--- src/rtl/pattern_counter.sv ---
`default_nettype none
// ============================================================================
//  Module   : pattern_counter
//  Purpose  : Reads NUM_BYTES bytes from a synchronous data memory and counts
//             occurrences of a PAT_W-bit pattern: windows inside a byte,
//             bytes holding at least one such window, and windows anywhere in
//             the MSB-first bit string (byte boundaries included).
//  Options  : define PATCNT_MASK_EN to add a pat_mask input (don't-care bits).
//  Revision : 1.0 - initial release
// ============================================================================
module pattern_counter #(
    parameter int PAT_W     = 5,
    parameter int NUM_BYTES = 32,
    parameter int ADDR_W    = 8,
    parameter int BASE_ADDR = 0
) (
    input  logic              clk,
    input  logic              rst_n,
    input  logic              start,
    input  logic [PAT_W-1:0]  pat,
`ifdef PATCNT_MASK_EN
    input  logic [PAT_W-1:0]  pat_mask,
`endif
    output logic [ADDR_W-1:0] mem_addr,
    input  logic [7:0]        mem_rdata,
    output logic              busy,
    output logic              done,
    output logic [15:0]       cnt_within,
    output logic [15:0]       cnt_bytes,
    output logic [15:0]       cnt_cross
);

    localparam logic [ADDR_W-1:0] c_base     = ADDR_W'(BASE_ADDR);
    localparam logic [8:0]        c_last_idx = 9'(NUM_BYTES - 1);

    typedef enum logic [1:0] {
        S_IDLE  = 2'd0,
        S_FETCH = 2'd1,
        S_DRAIN = 2'd2,
        S_DONE  = 2'd3
    } state_t;

    state_t             r_state;
    logic [8:0]         r_idx;
    logic [ADDR_W-1:0]  r_addr;
    logic               r_busy;
    logic               r_done;
    logic               r_drain_2nd;
    logic [PAT_W-1:0]   r_pat;
    logic [PAT_W-1:0]   r_mask;

    // Read-data stage: byte on mem_rdata is valid, first byte has no predecessor
    logic               r_rd_valid;
    logic               r_rd_first;
    logic [PAT_W-2:0]   r_prev;

    // Per-byte results waiting to be added into the totals
    logic               r_s2_valid;
    logic [3:0]         r_s2_win;
    logic [3:0]         r_s2_bnd;
    logic               r_s2_hit;

    logic [15:0]        r_cnt_within;
    logic [15:0]        r_cnt_bytes;
    logic [15:0]        r_cnt_cross;

    logic               w_accept;
    logic [PAT_W+6:0]   w_cat;
    logic [3:0]         w_win;
    logic [3:0]         w_bnd;

    assign w_accept   = start && ((r_state == S_IDLE) || (r_state == S_DONE));
    assign w_cat      = {r_prev, mem_rdata};

    assign mem_addr   = r_addr;
    assign busy       = r_busy;
    assign done       = r_done;
    assign cnt_within = r_cnt_within;
    assign cnt_bytes  = r_cnt_bytes;
    assign cnt_cross  = r_cnt_cross;

    function automatic logic f_match(input logic [PAT_W-1:0] win,
                                     input logic [PAT_W-1:0] p,
                                     input logic [PAT_W-1:0] m);
        return ((win ^ p) & m) == '0;
    endfunction

    // Scan the byte currently on mem_rdata: inside-byte windows, then the
    // windows that straddle the boundary with the previous byte.
    always_comb begin
        w_win = '0;
        w_bnd = '0;
        for (int k = 0; k <= 8 - PAT_W; k++) begin
            if (f_match(mem_rdata[k +: PAT_W], r_pat, r_mask))
                w_win = w_win + 4'd1;
        end
        for (int k = 9 - PAT_W; k <= 7; k++) begin
            if (!r_rd_first && f_match(w_cat[k +: PAT_W], r_pat, r_mask))
                w_bnd = w_bnd + 4'd1;
        end
    end

    // Control FSM: address sequencing, two-cycle drain, registered busy/done
    always_ff @(posedge clk or negedge rst_n) begin
        if (!rst_n) begin
            r_state     <= S_IDLE;
            r_idx       <= '0;
            r_addr      <= c_base;
            r_busy      <= 1'b0;
            r_done      <= 1'b0;
            r_drain_2nd <= 1'b0;
            r_pat       <= '0;
            r_mask      <= '1;
        end else begin
            case (r_state)
                S_IDLE, S_DONE: begin
                    if (start) begin
                        r_state <= S_FETCH;
                        r_idx   <= '0;
                        r_addr  <= c_base;
                        r_busy  <= 1'b1;
                        r_done  <= 1'b0;
                        r_pat   <= pat;
`ifdef PATCNT_MASK_EN
                        r_mask  <= pat_mask;
`else
                        r_mask  <= '1;
`endif
                    end
                end
                S_FETCH: begin
                    if (r_idx == c_last_idx) begin
                        r_state     <= S_DRAIN;
                        r_drain_2nd <= 1'b0;
                    end else begin
                        r_idx  <= r_idx + 9'd1;
                        r_addr <= r_addr + 1'b1;
                    end
                end
                S_DRAIN: begin
                    // First cycle scans the last byte, second folds it into totals
                    if (r_drain_2nd) begin
                        r_state <= S_DONE;
                        r_busy  <= 1'b0;
                        r_done  <= 1'b1;
                    end else begin
                        r_drain_2nd <= 1'b1;
                    end
                end
                default: r_state <= S_IDLE;
            endcase
        end
    end

    // Datapath: track returned bytes, register per-byte results, accumulate
    always_ff @(posedge clk or negedge rst_n) begin
        if (!rst_n) begin
            r_rd_valid   <= 1'b0;
            r_rd_first   <= 1'b0;
            r_prev       <= '0;
            r_s2_valid   <= 1'b0;
            r_s2_win     <= '0;
            r_s2_bnd     <= '0;
            r_s2_hit     <= 1'b0;
            r_cnt_within <= '0;
            r_cnt_bytes  <= '0;
            r_cnt_cross  <= '0;
        end else begin
            r_rd_valid <= (r_state == S_FETCH);
            r_rd_first <= (r_state == S_FETCH) && (r_idx == 9'd0);
            if (r_rd_valid)
                r_prev <= mem_rdata[PAT_W-2:0];

            r_s2_valid <= r_rd_valid;
            r_s2_win   <= w_win;
            r_s2_bnd   <= w_bnd;
            r_s2_hit   <= (w_win != 4'd0);

            if (w_accept) begin
                r_cnt_within <= '0;
                r_cnt_bytes  <= '0;
                r_cnt_cross  <= '0;
            end else if (r_s2_valid) begin
                r_cnt_within <= r_cnt_within + 16'(r_s2_win);
                r_cnt_bytes  <= r_cnt_bytes + 16'(r_s2_hit);
                r_cnt_cross  <= r_cnt_cross + 16'(r_s2_win) + 16'(r_s2_bnd);
            end
        end
    end

endmodule
`default_nettype wire

--- config.mk ---
export PLATFORM = sky130hd
export DESIGN_NAME = pattern_counter
export DESIGN_NICKNAME = d
export VERILOG_FILES = /design/src/rtl/pattern_counter.sv
export SDC_FILE = /design/constraint.sdc
export NUM_CORES = 1
export LEC_CHECK = 0
export ABC_CLOCK_PERIOD_IN_PS = 3100
export BUFFER_PORTS_ARGS = -buffer_cell sky130_fd_sc_hd__buf_2
export CELL_PAD_IN_SITES_DETAIL_PLACEMENT = 0
export CELL_PAD_IN_SITES_GLOBAL_PLACEMENT = 1
export CORE_UTILIZATION = 45
export DETAILED_ROUTE_END_ITERATION = 8
export GPL_TIMING_DRIVEN = 0
export HOLD_SLACK_MARGIN = 0.1
export PLACE_DENSITY_LB_ADDON = 0.25
export SLEW_MARGIN = 25
export SYNTH_ARGS = -nofsm -noshare
export SYNTH_HDL_FRONTEND = slang
export SYNTH_SLANG_ARGS = --single-unit
export TNS_END_PERCENT = 30
--- constraint.sdc ---
create_clock -name clk -period 3.1 [get_ports clk]
set_input_delay 0 -clock clk [delete_from_list [all_inputs] [get_ports clk]]
set_output_delay 0 -clock clk [all_outputs]
set_load 0.02 [all_outputs]
==> impl_metrics.tcl, run 1 <==
set metrics [dict create \
    peakVddDrop_mv 0.486 \
    rsz0062_at_grt "false" \
    intPower_mw 2.77 \
    netlist_area_um2 5170 \
    die_h_um 109 \
    insertion_delay_ns 0.34 \
    p_total_mw 4.54 \
    gp_congestion 0.778 \
    switching_share_pct 38.9 \
    relSlewSlack_pct 48.7 \
    ys_seq_area_share_pct 44.1 \
    start_util_pct 46.8 \
    grt_pass1_wl_um 17700 \
    synth_common_cells "dfrtp_1 (91), nor2_1 (71), nand2_1 (51)" \
    layout_min_cycle_time_ns 2.88 \
    final_nets 669 \
    p_seq_share_pct 35.7 \
    power.leakage_nw 3.00 \
    die_w_um 109 \
    drt_wl_total_um 10700 \
    placed_area_um2 5720 \
    antenna_found_initial 0 \
    ys_types 44 \
    yosysMostFrequentCell "dfrtp_1" \
    clock_power_share_pct 23.6 \
    wl_per_cell_um 13.9 \
    cp.required_ns 3.33 \
    tightest_slew_ns 0.763 \
    synth_top_area_cell "dfrtp_1" \
    h-tree-depth 3 \
    drive_above_1_share_pct 16.2 \
    crit_family "adder cells" \
    cts_setup_buffers 0 \
    core-area_um2 11000 \
    p_per_area_nw_per_um2 740 \
    grtUsageTotal_pct 19.2 \
    vias 4014 \
    setup_violations 0 \
    row_count 38 \
    cap_violations 0 \
    critical_path_arrival_ns 3.11 \
    max_freq_mhz 347 \
    grt_pass1_vias 3913 \
    critPathKind "register to register" \
    synth_enable_flop_cells 0 \
    routed_via_density 5.21 \
    async_flop_share_pct 100 \
    syn_avg_cell_area_um2 9.70 \
    crit_path_max_incr_delay_ns 0.55 \
    dr.pass1.iters 4 \
    fin_crit_sh_pct 92.9 \
    cts_tree "built" \
    r2r_cells 9 \
    yosys_warnings 0 \
    cp_max_fo 5 \
    slew_viol_final 0 \
    clock_sinks 91 \
    cts_inserted_buffers 9 \
    grt_max_degree 66 \
    hpwl_um 7770 \
    ys_top_cells_by_area "dfrtp_1 (44%), xor2_1 (8.5%), xnor2_1 (6.9%)" \
    fillCellCount 996 \
    cp-end-kind "register" \
    grt_overflow 0 \
    setup_tns_ns 0 \
    syn_inst 533 \
    cp_cell_sequence "fa_1 -> ha_1 -> inv_1 -> fa_1 -> nor2b_1 -> o21ai_0 -> a211oi_1 -> a31oi_1 -> a41o_1" \
    hold_viol 0 \
    fin_skew_ns 0.00869 \
    cp_slowest_cell "fa_1" \
    cp_num_cells 9 \
    cts.clk_slew.worst_paths_ns 0.07 \
    clockRootBuffer "clkbuf_16" \
    path_common_cell "fa_1" \
    synth_seq_cells 91 \
    critPathLaunchType "register" \
    yosys.area.top_type_share_pct 44.1 \
    area_delta_synth_final_pct 18.6 \
    p_sw_mw 1.77 \
    drc_errors 0 \
    power_frac_comb_pct 40.8 \
    io_buffers 68 \
    die_area_um2 11900 \
    drtIter0Drc 131 \
    clk_path_buf_depth 2 \
    num_antenna_cells 0 \
    io_pins 74 \
    postLayoutCellArea_um2 6130 \
    status "finished clean" \
    hold_class "input pin to async pin" \
    final_antenna_net_count 0 \
    critPathBufInv 1 \
    yosys_most_used_dff "dfrtp_1" \
]
## path summary, 6_finish.rpt
kind | from | endpoint | slack, ns
setup reg to reg | cnt_cross[1] | cnt_cross[13] | 0.22
hold / removal | rst_n | cnt_within[10] | 0.15
min in group clk | mem_rdata[3] | r_prev[3] | 0.19
setup / recovery | cnt_cross[1] | cnt_cross[13] | 0.22
max in group asynchronous | rst_n | r_prev[2] | 2.61
hold reg to reg | r_rd_valid | r_s2_valid | 0.51
## placed cells by master, fill, tap and decap left out, types with 6 or more instances in the layout
cell type      Yosys  final
and3_1             9      9
mux2_2             8      8
xor2_1            50     50
a21oi_1           14     14
xnor2_1           41     41
ha_1              22     22
nand4_1           21     21
nor3_1             6      6
fa_1               6      6
o21ai_0           14     14
nand3_1           16     16
clkbuf_16          0      9
nor2_1            71     71
or3_1             10     10
dfrtp_1           91     91
inv_1             26     26
buf_2              7     74
dlygate4sd3_1      0     10
clkbuf_1          13     16
mux2i_1           12     12
nand2_1           51     51
## cell type report
type                    count  area, µm²  area share (%)
repair buffers             80        494            8.06
well taps                 140        175            2.86
flip-flops and latches     91       2280            37.2
multi-input cells         395       2700            44.0
clock buffers              12        236            3.86
plain buffers              22       98.8            1.61
inverters                  26       97.6            1.59
clock inverters             4       51.3           0.837
## through the flow
step	setup slack, ns	hold slack [ns]	utilization (%)	cells
final	0.221	0.152	55.6	770
after global routing	0.0796	0.189	55.6	770
after CTS	0.223	0.147	55.6	770
after detailed placement	0.233	-0.114	51.9	743
after global placement	0.220	0.199	51.6	742
after floorplan	0.397	-0.296	-	534
## repair_timing
| item | in CTS | in global routing |
|---|---|---|
| setup endpoints to repair | 0 | 1 |
| gates resized for setup | 0 | 1 |
| hold buffers | 11 | 0 |
| endpoints found under the hold margin | 100 | 0 |
## state kept, by name, indices dropped and copies added, names as in the netlist, 2 cells and up
register and flops:
r_idx 9, mem_addr 8, cnt_bytes 16, r_s2_bnd 4, r_prev 4, cnt_within 16, r_pat 5, r_s2_win 4
r_state 2, cnt_cross 16
## per-layer routing
layer / global-route usage [%] / vias up / part of all wire (%)
li1: - / 1977 / -
met1: 23.4 / 1938 / 46
met2: 33.1 / 82 / 48
met3: 4.18 / 17 / 3.8
met4: 7.34 / 0 / 1.7
met5: 0 / - / 0
## tightest hold or removal path, stage by stage
cell           delay [ns]
dlygate4sd3_1        0.54
buf_6                0.12
buf_12               0.18
## kinds of logic (layout without fill, tap and decap cells)
kind of cell / after synthesis / in the layout / share of synthesized area (%)
and+or+nand+nor: 200 / 200 / 18.0
xor gates and xnor gates: 91 / 91 / 15.4
DFF: 91 / 91 / 44.1
AOI/OAI and AO/OA: 54 / 54 / 6.88
buffers and inverters: 48 / 144 / 3.80
adders and majority gates: 28 / 28 / 7.65
muxes: 20 / 20 / 4.07
other: 1 / 2 / 0.0726
## power groups by stage
stage          Combinational (mW)  Clock [mW]  Sequential, mW
2_1_floorplan                1.27           0            1.71
3_3_place_gp                 1.80           0            1.63
3_5_place_dp                 1.86           0            1.64
4_1_cts                      1.88        1.10            1.62
5_1_grt                      2.06        1.14            1.65
6_report                     1.85        1.07            1.62
Power figures use the tool's default switching activity.
==> run 2, diff against run 1 <==
==> constraint.sdc (replaced) <==
create_clock -name clk -period 3.1 [get_ports clk]
set_input_delay 0.155 -clock clk [delete_from_list [all_inputs] [get_ports clk]]
set_output_delay 0.155 -clock clk [all_outputs]
set_load 0.02 [all_outputs]
==> run 2 against run 1 <==
Highest routed layer unchanged; utilization decreased by 0.36 points; sequential cell count unchanged; first-iteration DRC count is 5.3% lower.
==> impl_metrics.tcl, run 2 (synthesized netlist as in run 1, its figures left out) <==
set metrics [dict create \
    hpwl_um 7770 \
    num_antenna_cells 0 \
    fillCellCount 1000 \
    grt_pass1_wl_um 17700 \
    dr.pass1.iters 4 \
    h-tree-depth 3 \
    critPathLaunchType "register" \
    grt_pass1_vias 3892 \
    clk_path_buf_depth 2 \
    p_per_area_nw_per_um2 744 \
    relSlewSlack_pct 48.7 \
    cts_inserted_buffers 9 \
    hold_viol 0 \
    setup_tns_ns 0 \
    cts.clk_slew.worst_paths_ns 0.07 \
    final_common_cell "dfrtp_1" \
    setup_violations 0 \
    peakVddDrop_mv 0.486 \
    die_h_um 109 \
    rsz0062_at_grt "false" \
    antenna_found_initial 0 \
    clock_sinks 91 \
    tightest_slew_ns 0.763 \
    area_delta_synth_final_pct 17.8 \
    clockRootBuffer "clkbuf_16" \
    gp_congestion 0.778 \
    fin_crit_sh_pct 92.9 \
    cp-end-kind "register" \
    drtIter0Drc 124 \
    grt_max_degree 66 \
    mostFrequentLayoutCells "dfrtp_1 (91), buf_2 (74), nor2_1 (71), nand2_1 (51), xor2_1 (50)" \
    die_w_um 109 \
    fin_skew_ns 0.00887 \
    core-area_um2 11000 \
    drive_above_1_share_pct 16.1 \
    critical_path_arrival_ns 3.11 \
    vias 3999 \
    status "finished clean" \
    final_nets 666 \
    drc_errors 0 \
    slew_viol_final 0 \
    insertion_delay_ns 0.34 \
    cts_setup_buffers 0 \
    max_freq_mhz 347 \
    power.leakage_nw 2.98 \
    grtUsageTotal_pct 19.2 \
    drt_wl_total_um 10700 \
    final_antenna_net_count 0 \
    cp_max_fo 5 \
    wl_met2_um 5140 \
    start_util_pct 46.8 \
    row_count 38 \
    routed_via_density 5.21 \
    layout_min_cycle_time_ns 2.88 \
    io_pins 74 \
    holdWs_ns 0.149 \
    critPathKind "register to register" \
    top_layer "met4" \
    wl_met3_um 389 \
    cp.required_ns 3.33 \
    die_area_um2 11900 \
    grt_overflow 0 \
    wl_per_cell_um 13.9 \
    hold_class "input pin to register" \
    regArea_um2 2280 \
    cts_tree "built" \
    multi_input_comb_area_um2 2700 \
    wl_met1_um 4950 \
    cap_violations 0 \
    io_buffers 68 \
]
## run 2: area by class of cell
cell class              instances  share of cell area [%]
multi-input cells             395                    44.3
flip-flops and latches         91                    37.4
repair buffers                 77                    7.46
clock buffers                  12                    3.88
well taps                     140                    2.88
plain buffers                  22                    1.62
inverters                      26                    1.60
clock inverters                 4                   0.842
## run 2: final timing paths
kind,startpoint,end,slack [ns],cells past startpoint
setup / recovery,cnt_cross[1],cnt_cross[13],0.22,9
hold / removal,mem_rdata[2],r_prev[2],0.15,2
setup reg to reg,cnt_cross[1],cnt_cross[13],0.22,9
hold reg to reg,r_rd_valid,r_s2_valid,0.51,0
max in group asynchronous,rst_n,r_prev[2],2.26,3
min in group asynchronous,rst_n,cnt_within[10],0.24,2
## run 2: critical path, cell delays in order, from the launching register on
cell and delay [ns]:
dfrtp_1 0.42, fa_1 0.55, ha_1 0.18, inv_1 0.06, fa_1 0.40, nor2b_1 0.11
o21ai_0 0.21, a211oi_1 0.47, a31oi_1 0.14, a41o_1 0.22
## run 2: report_power, final
part / leakage (nW) / switching, mW / total (mW) / internal, mW
sequential: 1.22 / 0.205 / 1.62 / 1.41
combinational: 1.63 / 1.11 / 1.85 / 0.730
clock: 0.137 / 0.444 / 1.07 / 0.626
total: 2.98 / 1.76 / 4.53 / 2.77
## run 2: through the flow
step | power [mW] | util [%] | area (µm²) | worst slack [ns] | std cells
2_1_floorplan | 2.99 | - | 5170 | 0.397 | 534
3_3_place_gp | 3.43 | 51.6 | 5690 | 0.220 | 742
5_1_grt | 4.85 | 55.2 | 6090 | 0.0796 | 767
4_1_cts | 4.60 | 55.2 | 6090 | 0.223 | 767
6_report | 4.53 | 55.2 | 6090 | 0.220 | 767
3_5_place_dp | 3.50 | 51.9 | 5720 | 0.233 | 743
## run 2: metal layers
layer	global-route usage, %	vias up
li1	-	1972
met1	23.3	1925
met2	32.9	85
met3	4.18	17
met4	7.34	0
met5	0	-
## run 2: timing repair
action / CTS / global route
hold buffers: 8 / 0
endpoints found under the setup margin: 0 / 1
hold endpoints to repair: 98 / 0
gates resized for setup: 0 / 1
